## config.mk

```make
export PLATFORM = sky130hd
export DESIGN_NAME = video_timing_gen
export DESIGN_NICKNAME = d
export VERILOG_FILES = /design/src/rtl/video_timing_gen_pkg.sv /design/src/rtl/video_timing_gen_delay_line.sv /design/src/rtl/video_timing_gen.sv
export SDC_FILE = /design/constraint.sdc
export NUM_CORES = 1
export LEC_CHECK = 0
export BUFFER_PORTS_ARGS = -buffer_cell sky130_fd_sc_hd__buf_4
export CORE_MARGIN = 5
export CORE_UTILIZATION = 40
export CTS_BUF_LIST = sky130_fd_sc_hd__clkbuf_8 sky130_fd_sc_hd__clkbuf_16
export DETAILED_ROUTE_END_ITERATION = 6
export GPL_TIMING_DRIVEN = 1
export PLACE_DENSITY = 0.69
export SETUP_SLACK_MARGIN = 0.2
export SLEW_MARGIN = 15
export SYNTH_ARGS = -nofsm -noshare
export SYNTH_HDL_FRONTEND = slang
export SYNTH_SLANG_ARGS = --single-unit
export TNS_END_PERCENT = 50
```

## constraint.sdc

```tcl
create_clock -name clk -period 1.8 [get_ports clk]
set_clock_uncertainty 0.2 [all_clocks]
set_input_delay 0.36 -clock clk [delete_from_list [all_inputs] [get_ports clk]]
set_output_delay 0.36 -clock clk [all_outputs]
set_load 0.05 [all_outputs]
```

## src/rtl/video_timing_gen_pkg.sv

```systemverilog
// Shared raster-timing constants, FSM encodings and the delayed control payload.
// Defaults describe 640x480@60 (800x525 total).
package video_timing_gen_pkg;

   localparam int DEF_H_ACT  = 640;
   localparam int DEF_H_FP   = 16;
   localparam int DEF_H_SYNC = 96;
   localparam int DEF_H_BP   = 48;
   localparam int DEF_V_ACT  = 480;
   localparam int DEF_V_FP   = 10;
   localparam int DEF_V_SYNC = 2;
   localparam int DEF_V_BP   = 33;
   localparam int DEF_CNTW   = 10;
   localparam int DEF_MAW    = 19;
   localparam int DEF_DLY    = 3;

   localparam logic [0:0] ST_IDLE = 1'b0;
   localparam logic [0:0] ST_RUN  = 1'b1;

   // One stage of the sync/active alignment pipe, at output polarity.
   typedef struct packed {
      logic act;
      logic hs;
      logic vs;
   } vid_ctl_t;

   function automatic int span_total(input int act, input int fp, input int sync, input int bp);
      return act + fp + sync + bp;
   endfunction

endpackage

```

## src/rtl/video_timing_gen_delay_line.sv

```systemverilog
// Clock-enable gated shift register; every stage resets to RST_VAL.
// Used to align sync/active with the downstream pixel path latency.
module video_delay_line #(
   parameter int             W       = 3,
   parameter int             DLY     = 3,
   parameter logic [W-1:0]   RST_VAL = '0
) (
   input  logic         clk,
   input  logic         rst,
   input  logic         clk_en,
   input  logic [W-1:0] d,
   output logic [W-1:0] q
);

   logic [DLY-1:0][W-1:0] pipe;

   always_ff @(posedge clk or posedge rst) begin
      if (rst) begin
         pipe <= {DLY{RST_VAL}};
      end else if (clk_en) begin
         pipe[0] <= d;
         for (int i = 1; i < DLY; i++) pipe[i] <= pipe[i-1];
      end
   end

   assign q = pipe[DLY-1];

endmodule

```

## src/rtl/video_timing_gen.sv

```systemverilog
// Raster timing generator: pixel coordinates, linear VRAM read address and
// sync/active outputs delayed to line up with the index-RAM/CLUT pixel path.
module video_timing_gen
   import video_timing_gen_pkg::*;
#(
   parameter int H_ACT    = DEF_H_ACT,
   parameter int H_FP     = DEF_H_FP,
   parameter int H_SYNC   = DEF_H_SYNC,
   parameter int H_BP     = DEF_H_BP,
   parameter int V_ACT    = DEF_V_ACT,
   parameter int V_FP     = DEF_V_FP,
   parameter int V_SYNC   = DEF_V_SYNC,
   parameter int V_BP     = DEF_V_BP,
   parameter bit HS_POL   = 1'b0,
   parameter bit VS_POL   = 1'b0,
   parameter int CNTW     = DEF_CNTW,
   parameter int MAW      = DEF_MAW,
   parameter int PIPE_DLY = DEF_DLY
) (
   input  logic            clk,
   input  logic            rst,
   input  logic            clk_en,
   input  logic            en,
   output logic [CNTW-1:0] pix_x,
   output logic [CNTW-1:0] pix_y,
   output logic [MAW-1:0]  pix_adr,
   output logic            adr_valid,
   output logic            line_start,
   output logic            frame_start,
   output logic            vid_active,
   output logic            vid_hsync,
   output logic            vid_vsync
);

   localparam int H_TOT = span_total(H_ACT, H_FP, H_SYNC, H_BP);
   localparam int V_TOT = span_total(V_ACT, V_FP, V_SYNC, V_BP);

   if (H_TOT > (1 << CNTW)) begin : g_h_chk
      $fatal(1, "video_timing_gen: H_TOT does not fit in CNTW bits");
   end
   if (V_TOT > (1 << CNTW)) begin : g_v_chk
      $fatal(1, "video_timing_gen: V_TOT does not fit in CNTW bits");
   end
   if (PIPE_DLY < 1) begin : g_dly_chk
      $fatal(1, "video_timing_gen: PIPE_DLY must be at least 1");
   end

   localparam logic [CNTW-1:0] H_LAST = CNTW'(H_TOT - 1);
   localparam logic [CNTW-1:0] V_LAST = CNTW'(V_TOT - 1);
   // One spare bit so a sync window ending exactly at 2**CNTW still compares correctly.
   localparam logic [CNTW:0]   H_A  = (CNTW+1)'(H_ACT);
   localparam logic [CNTW:0]   H_S0 = (CNTW+1)'(H_ACT + H_FP);
   localparam logic [CNTW:0]   H_S1 = (CNTW+1)'(H_ACT + H_FP + H_SYNC);
   localparam logic [CNTW:0]   V_A  = (CNTW+1)'(V_ACT);
   localparam logic [CNTW:0]   V_S0 = (CNTW+1)'(V_ACT + V_FP);
   localparam logic [CNTW:0]   V_S1 = (CNTW+1)'(V_ACT + V_FP + V_SYNC);
   localparam logic [MAW-1:0]  ADR_LAST = MAW'(H_ACT * V_ACT - 1);

   localparam vid_ctl_t CTL_IDLE = '{act: 1'b0, hs: ~HS_POL, vs: ~VS_POL};

   logic [0:0]      state;
   logic [CNTW-1:0] h, v;
   logic [CNTW:0]   hx, vx;
   logic            run, h_last, v_last;
   logic            act, hs_on, vs_on;
   vid_ctl_t        ctl_in, ctl_out;

   assign run    = (state == ST_RUN);
   assign hx     = {1'b0, h};
   assign vx     = {1'b0, v};
   assign h_last = (h == H_LAST);
   assign v_last = (v == V_LAST);

   // Every decode is gated by RUN, so IDLE feeds inactive levels into the pipe.
   assign act   = run && (hx < H_A) && (vx < V_A);
   assign hs_on = run && (hx >= H_S0) && (hx < H_S1);
   assign vs_on = run && (vx >= V_S0) && (vx < V_S1);

   always_ff @(posedge clk or posedge rst) begin
      if (rst) begin
         state   <= ST_IDLE;
         h       <= '0;
         v       <= '0;
         pix_adr <= '0;
      end else if (clk_en) begin
         case (state)
            ST_IDLE: begin
               h       <= '0;
               v       <= '0;
               pix_adr <= '0;
               if (en) state <= ST_RUN;
            end
            ST_RUN: begin
               if (h_last) begin
                  h <= '0;
                  if (v_last) begin
                     v <= '0;
                     // en is only looked at here, so a started frame always completes.
                     if (!en) state <= ST_IDLE;
                  end else begin
                     v <= v + 1'b1;
                  end
               end else begin
                  h <= h + 1'b1;
               end
               if (act) pix_adr <= (pix_adr == ADR_LAST) ? '0 : pix_adr + 1'b1;
            end
            default: state <= ST_IDLE;
         endcase
      end
   end

   assign pix_x       = h;
   assign pix_y       = v;
   assign adr_valid   = act;
   assign line_start  = run && (h == '0);
   assign frame_start = run && (h == '0) && (v == '0);

   assign ctl_in.act = act;
   assign ctl_in.hs  = hs_on ? HS_POL : ~HS_POL;
   assign ctl_in.vs  = vs_on ? VS_POL : ~VS_POL;

   video_delay_line #(
      .W       ($bits(vid_ctl_t)),
      .DLY     (PIPE_DLY),
      .RST_VAL (CTL_IDLE)
   ) u_ctl_dly (
      .clk    (clk),
      .rst    (rst),
      .clk_en (clk_en),
      .d      (ctl_in),
      .q      (ctl_out)
   );

   assign vid_active = ctl_out.act;
   assign vid_hsync  = ctl_out.hs;
   assign vid_vsync  = ctl_out.vs;

endmodule
```

==> report_table.html <==
<table>
<tr><th>Metric</th><th>Value</th></tr>
<tr><th colspan="2">Flow run</th></tr>
<tr><td>MaxCap Viol Count</td><td>0</td></tr>
<tr><th colspan="2">Finish</th></tr>
<tr><td>Number of nets in the final layout</td><td>418</td></tr>
<tr><td>Share of post-route cells with drive strength above 1</td><td>63.9%</td></tr>
<tr><td>Leading cell types in the layout, fill and taps excluded</td><td>buf_4, buf_6, dfrtp_2</td></tr>
<tr><td>Number of standard cells in the final layout excluding fillers</td><td>487</td></tr>
<tr><td>Final instance area</td><td>4580 um^2</td></tr>
<tr><td>Most common cell after layout, fill and taps aside</td><td>buf_4</td></tr>
<tr><td>Synth-to-layout area growth</td><td>71.7%</td></tr>
<tr><td>Antenna diodes</td><td>0</td></tr>
<tr><td>Footprint of the multi-input gates</td><td>1700 um^2</td></tr>
<tr><td>Filler cell count</td><td>457</td></tr>
<tr><td>Reg area</td><td>1280 um^2</td></tr>
<tr><th colspan="2">Worst hold path</th></tr>
<tr><td>Worst hold path cell count</td><td>2</td></tr>
<tr><td>Hold-critical path endpoint</td><td>run</td></tr>
<tr><td>Type of the worst min-delay path</td><td>in2reg</td></tr>
<tr><td>Worst hold start</td><td>en</td></tr>
<tr><th colspan="2">Floorplanning</th></tr>
<tr><td>Placement row count</td><td>29</td></tr>
<tr><td>Area of the die</td><td>8400 um^2</td></tr>
<tr><td>I/O pin cnt</td><td>49</td></tr>
<tr><td>Initial core utilization</td><td>41.5%</td></tr>
<tr><td>Die extent in x</td><td>91.6 um</td></tr>
<tr><td>Vert. Die Dim</td><td>91.6 um</td></tr>
<tr><td>Placeable core area</td><td>6420 um^2</td></tr>
<tr><th colspan="2">Global route</th></tr>
<tr><td>Total track usage</td><td>19.8%</td></tr>
<tr><td>Vias in the first global route</td><td>2950</td></tr>
<tr><td>Antenna violations before repair</td><td>0</td></tr>
<tr><td>Wire length of the first global-routing pass</td><td>13.8 mm</td></tr>
<tr><td>Maximum number of pins on one net before global-route repair</td><td>24</td></tr>
<tr><td>Total overflow reported by the global router</td><td>0</td></tr>
<tr><th colspan="2">Drt</th></tr>
<tr><td>First-pass iteration count of the detailed router</td><td>4</td></tr>
<tr><td>Routed wirelength normalized by instance count</td><td>17.4 um</td></tr>
<tr><td>Via density</td><td>5.66</td></tr>
<tr><td>Overall via count from detail_route</td><td>2756</td></tr>
<tr><td>First-iteration detailed-routing DRC count</td><td>124</td></tr>
<tr><td>Remaining number of nets flagged by the antenna check after routing</td><td>0</td></tr>
<tr><td>DRC violation count after routing</td><td>0</td></tr>
<tr><td>Final Routed Wirelength</td><td>8.49 mm</td></tr>
<tr><th colspan="2">Worst setup path</th></tr>
<tr><td>Cell depth of the worst flop-to-flop path</td><td>7</td></tr>
<tr><td>WS Path Type</td><td>reg2out</td></tr>
<tr><td>Crit-path leading delay family</td><td>simple AND/OR/NAND/NOR gates</td></tr>
<tr><td>R2R Path End</td><td>pix_y[3]</td></tr>
<tr><td>Worst Path Buf+Inv</td><td>1</td></tr>
<tr><td>Critical Path Max Stage Delay</td><td>0.42 ns</td></tr>
<tr><td>CP Launch Point</td><td>pix_x[2]</td></tr>
<tr><td>Worst path required time</td><td>1.24 ns</td></tr>
<tr><td>Critical path cell sequence</td><td>nor2_1, nand3_2, nor4b_4, and4_4, buf_8</td></tr>
<tr><td>Endpoint type of the worst setup path</td><td>output port</td></tr>
<tr><td>Startpoint Class</td><td>flop</td></tr>
<tr><td>Endpoint arrival time on the critical path</td><td>1.83 ns</td></tr>
<tr><td>Worst-path maximum fanout</td><td>2</td></tr>
<tr><td>Max stage delay cell, worst path</td><td>dfrtp_2</td></tr>
<tr><td>Worst-case register-to-register setup slack</td><td>-0.22 ns</td></tr>
<tr><td>Critical register-to-register path startpoint</td><td>pix_x[7]</td></tr>
<tr><th colspan="2">STA</th></tr>
<tr><td>Setup violation total in the final timing report</td><td>40</td></tr>
<tr><td>RSZ-0062 raised after global routing</td><td>yes</td></tr>
<tr><td>Minimum clock period</td><td>2.39 ns</td></tr>
<tr><td>Final Hold Vio Count</td><td>0</td></tr>
<tr><td>Highest clock frequency the design can meet</td><td>418 MHz</td></tr>
<tr><td>Crit path setup slack, layout</td><td>-0.592 ns</td></tr>
<tr><td>Slew Limit Headroom</td><td>69.1%</td></tr>
<tr><td>Total count of max-transition violations in the final report</td><td>0</td></tr>
<tr><td>Final worst path period share</td><td>133%</td></tr>
<tr><td>Worst hold margin</td><td>0.109 ns</td></tr>
<tr><td>Total negative slack</td><td>-4.94 ns</td></tr>
<tr><td>Slew at the pin closest to its max-slew limit</td><td>0.463 ns</td></tr>
<tr><th colspan="2">Logic synthesis</th></tr>
<tr><td>Share of async-settable or async-resettable flops after synthesis</td><td>100%</td></tr>
<tr><td>Flip-flop cell with the highest count after synthesis</td><td>dfrtp_1</td></tr>
<tr><td>Number of register bits inferred by synthesis</td><td>49</td></tr>
<tr><td>Syn nets</td><td>289</td></tr>
<tr><td>Count of flip-flops with a built-in enable after synthesis</td><td>0</td></tr>
<tr><td>Yosys synthesis warning count</td><td>0</td></tr>
<tr><td>Unique cell type count in the Yosys netlist</td><td>57</td></tr>
<tr><td>Post-Syn Area</td><td>2670 um^2</td></tr>
<tr><td>Number of instances in the synthesized netlist</td><td>280</td></tr>
<tr><td>Sequential area share after synthesis</td><td>46.3%</td></tr>
<tr><td>Synthesized area per cell</td><td>9.52 um^2</td></tr>
<tr><th colspan="2">CTS</th></tr>
<tr><td>Cts bufs inserted</td><td>5</td></tr>
<tr><td>CTS clk-pin slew, worst paths</td><td>0.09 ns</td></tr>
<tr><td>CTS tree</td><td>built</td></tr>
<tr><td>Number of clock sinks seen by CTS</td><td>49</td></tr>
<tr><td>Skew-Pair Late Insertion Delay</td><td>0.31 ns</td></tr>
<tr><td>Buffer type at the clock tree root</td><td>clkbuf_8</td></tr>
<tr><td>Deepest level of the CTS H-tree</td><td>2</td></tr>
<tr><td>Maximum clock path buffer count</td><td>2</td></tr>
<tr><th colspan="2">Placed design</th></tr>
<tr><td># placed instances</td><td>461</td></tr>
<tr><td>Count of input and output buffers</td><td>48</td></tr>
<tr><td>Placement-stage cell area</td><td>3790 um^2</td></tr>
<tr><td>Last weighted congestion value of the routability-driven placer</td><td>0.815</td></tr>
<tr><td>Pre-CTS setup slack</td><td>-0.275 ns</td></tr>
<tr><td>Detail Placement HPWL</td><td>5.51 mm</td></tr>
<tr><th colspan="2">Outcome</th></tr>
<tr><td>Run status</td><td>finished with violations</td></tr>
<tr><td>Failing checks</td><td>negative setup slack</td></tr>
<tr><th colspan="2">Pwr</th></tr>
<tr><td>PwrDens</td><td>925 nW/um^2</td></tr>
<tr><td>Leakage Power</td><td>1.91 nW</td></tr>
<tr><td>Peak VDD IR</td><td>0.00112 V</td></tr>
</table>
## per-stage QoR
step           power [W]  util, %
3_3_place_gp     0.00296     59.0
3_5_place_dp     0.00299     59.0
2_1_floorplan    0.00239        -
6_report         0.00424     71.3
4_1_cts          0.00410     67.7
5_1_grt          0.00444     71.3
## cells by family (layout without fill, tap and decap cells)
kind of cell    after synthesis  in the layout  synth area share [%]
buf+inv                      22            152                  3.94
mux                           6              6                  2.53
xor+xnor                      7              7                  2.30
simple gates                118            118                  25.1
fa+ha+maj                     5              5                  2.35
compound gates               73             73                  17.6
flops                        49             49                  46.3
## routing by layer
layer  GRT usage [%]  part of all wire [%]  vias up  routed length (um)
met5               0                     0        -                   0
met4            5.65                   2.9        0                 247
met3            4.01                   3.9       24                 331
met2            35.5                    53       83                4480
met1            24.0                    40     1357                3430
li1                -                     -     1292                   -
## cell usage after synthesis, drive strengths merged, types with 6 or more instances
cell type	count	area (um^2)
inv	12	45.0
dfrtp	43	1080
nand3	20	105
nor2	26	100
dfstp	6	158
buf	6	45.0
nand2	25	96.4
a31oi	10	62.6
nand4	11	83.8
o21ai	31	155
mux2	6	67.6
a21oi	11	58.8
and3	6	38.8
## power breakdown
group | total [W] | leakage [nW] | switching (W) | internal (W)
clock network | 0.000801 | 0.0595 | 0.000389 | 0.000412
registers | 0.00146 | 0.556 | 0.000200 | 0.00126
logic | 0.00197 | 1.29 | 0.00108 | 0.000894
total | 0.00424 | 1.91 | 0.00167 | 0.00257
## sequential cells by signal, summed over array words and instances (netlist names)
register	flops
pix_adr	19
pix_x	10
u_ctl_dly.q	3
u_ctl_dly.pipe	6
pix_y	10
run	1
## worst max-delay path by stage
stage | endpoint | depth (start not counted)
finish | frame_start | 5
global route | frame_start | 5
CTS | frame_start | 5
detailed placement | frame_start | 5
global placement | frame_start | 5
floorplan | frame_start | 4
## cell type report
class	count	share of cell area, %
clock buffer	5	1.50
clock inverter	3	0.929
inverter	12	1.12
multi-input combinational	209	37.1
sequential	49	28.0
tap	77	2.10
timing repair buffer	132	29.3
## what timing repair did
item / 4_1_cts / 5_1_grt
setup buffers: 8 / 7
endpoints found under the setup margin: 69 / 69
pin swaps: 11 / 10
resized for setup: 88 / 47
cloned: 2 / 0
endpoints found under the hold margin: 12 / 0
hold buffers: 1 / 0
No activity file was read; power rests on OpenSTA's default activity.
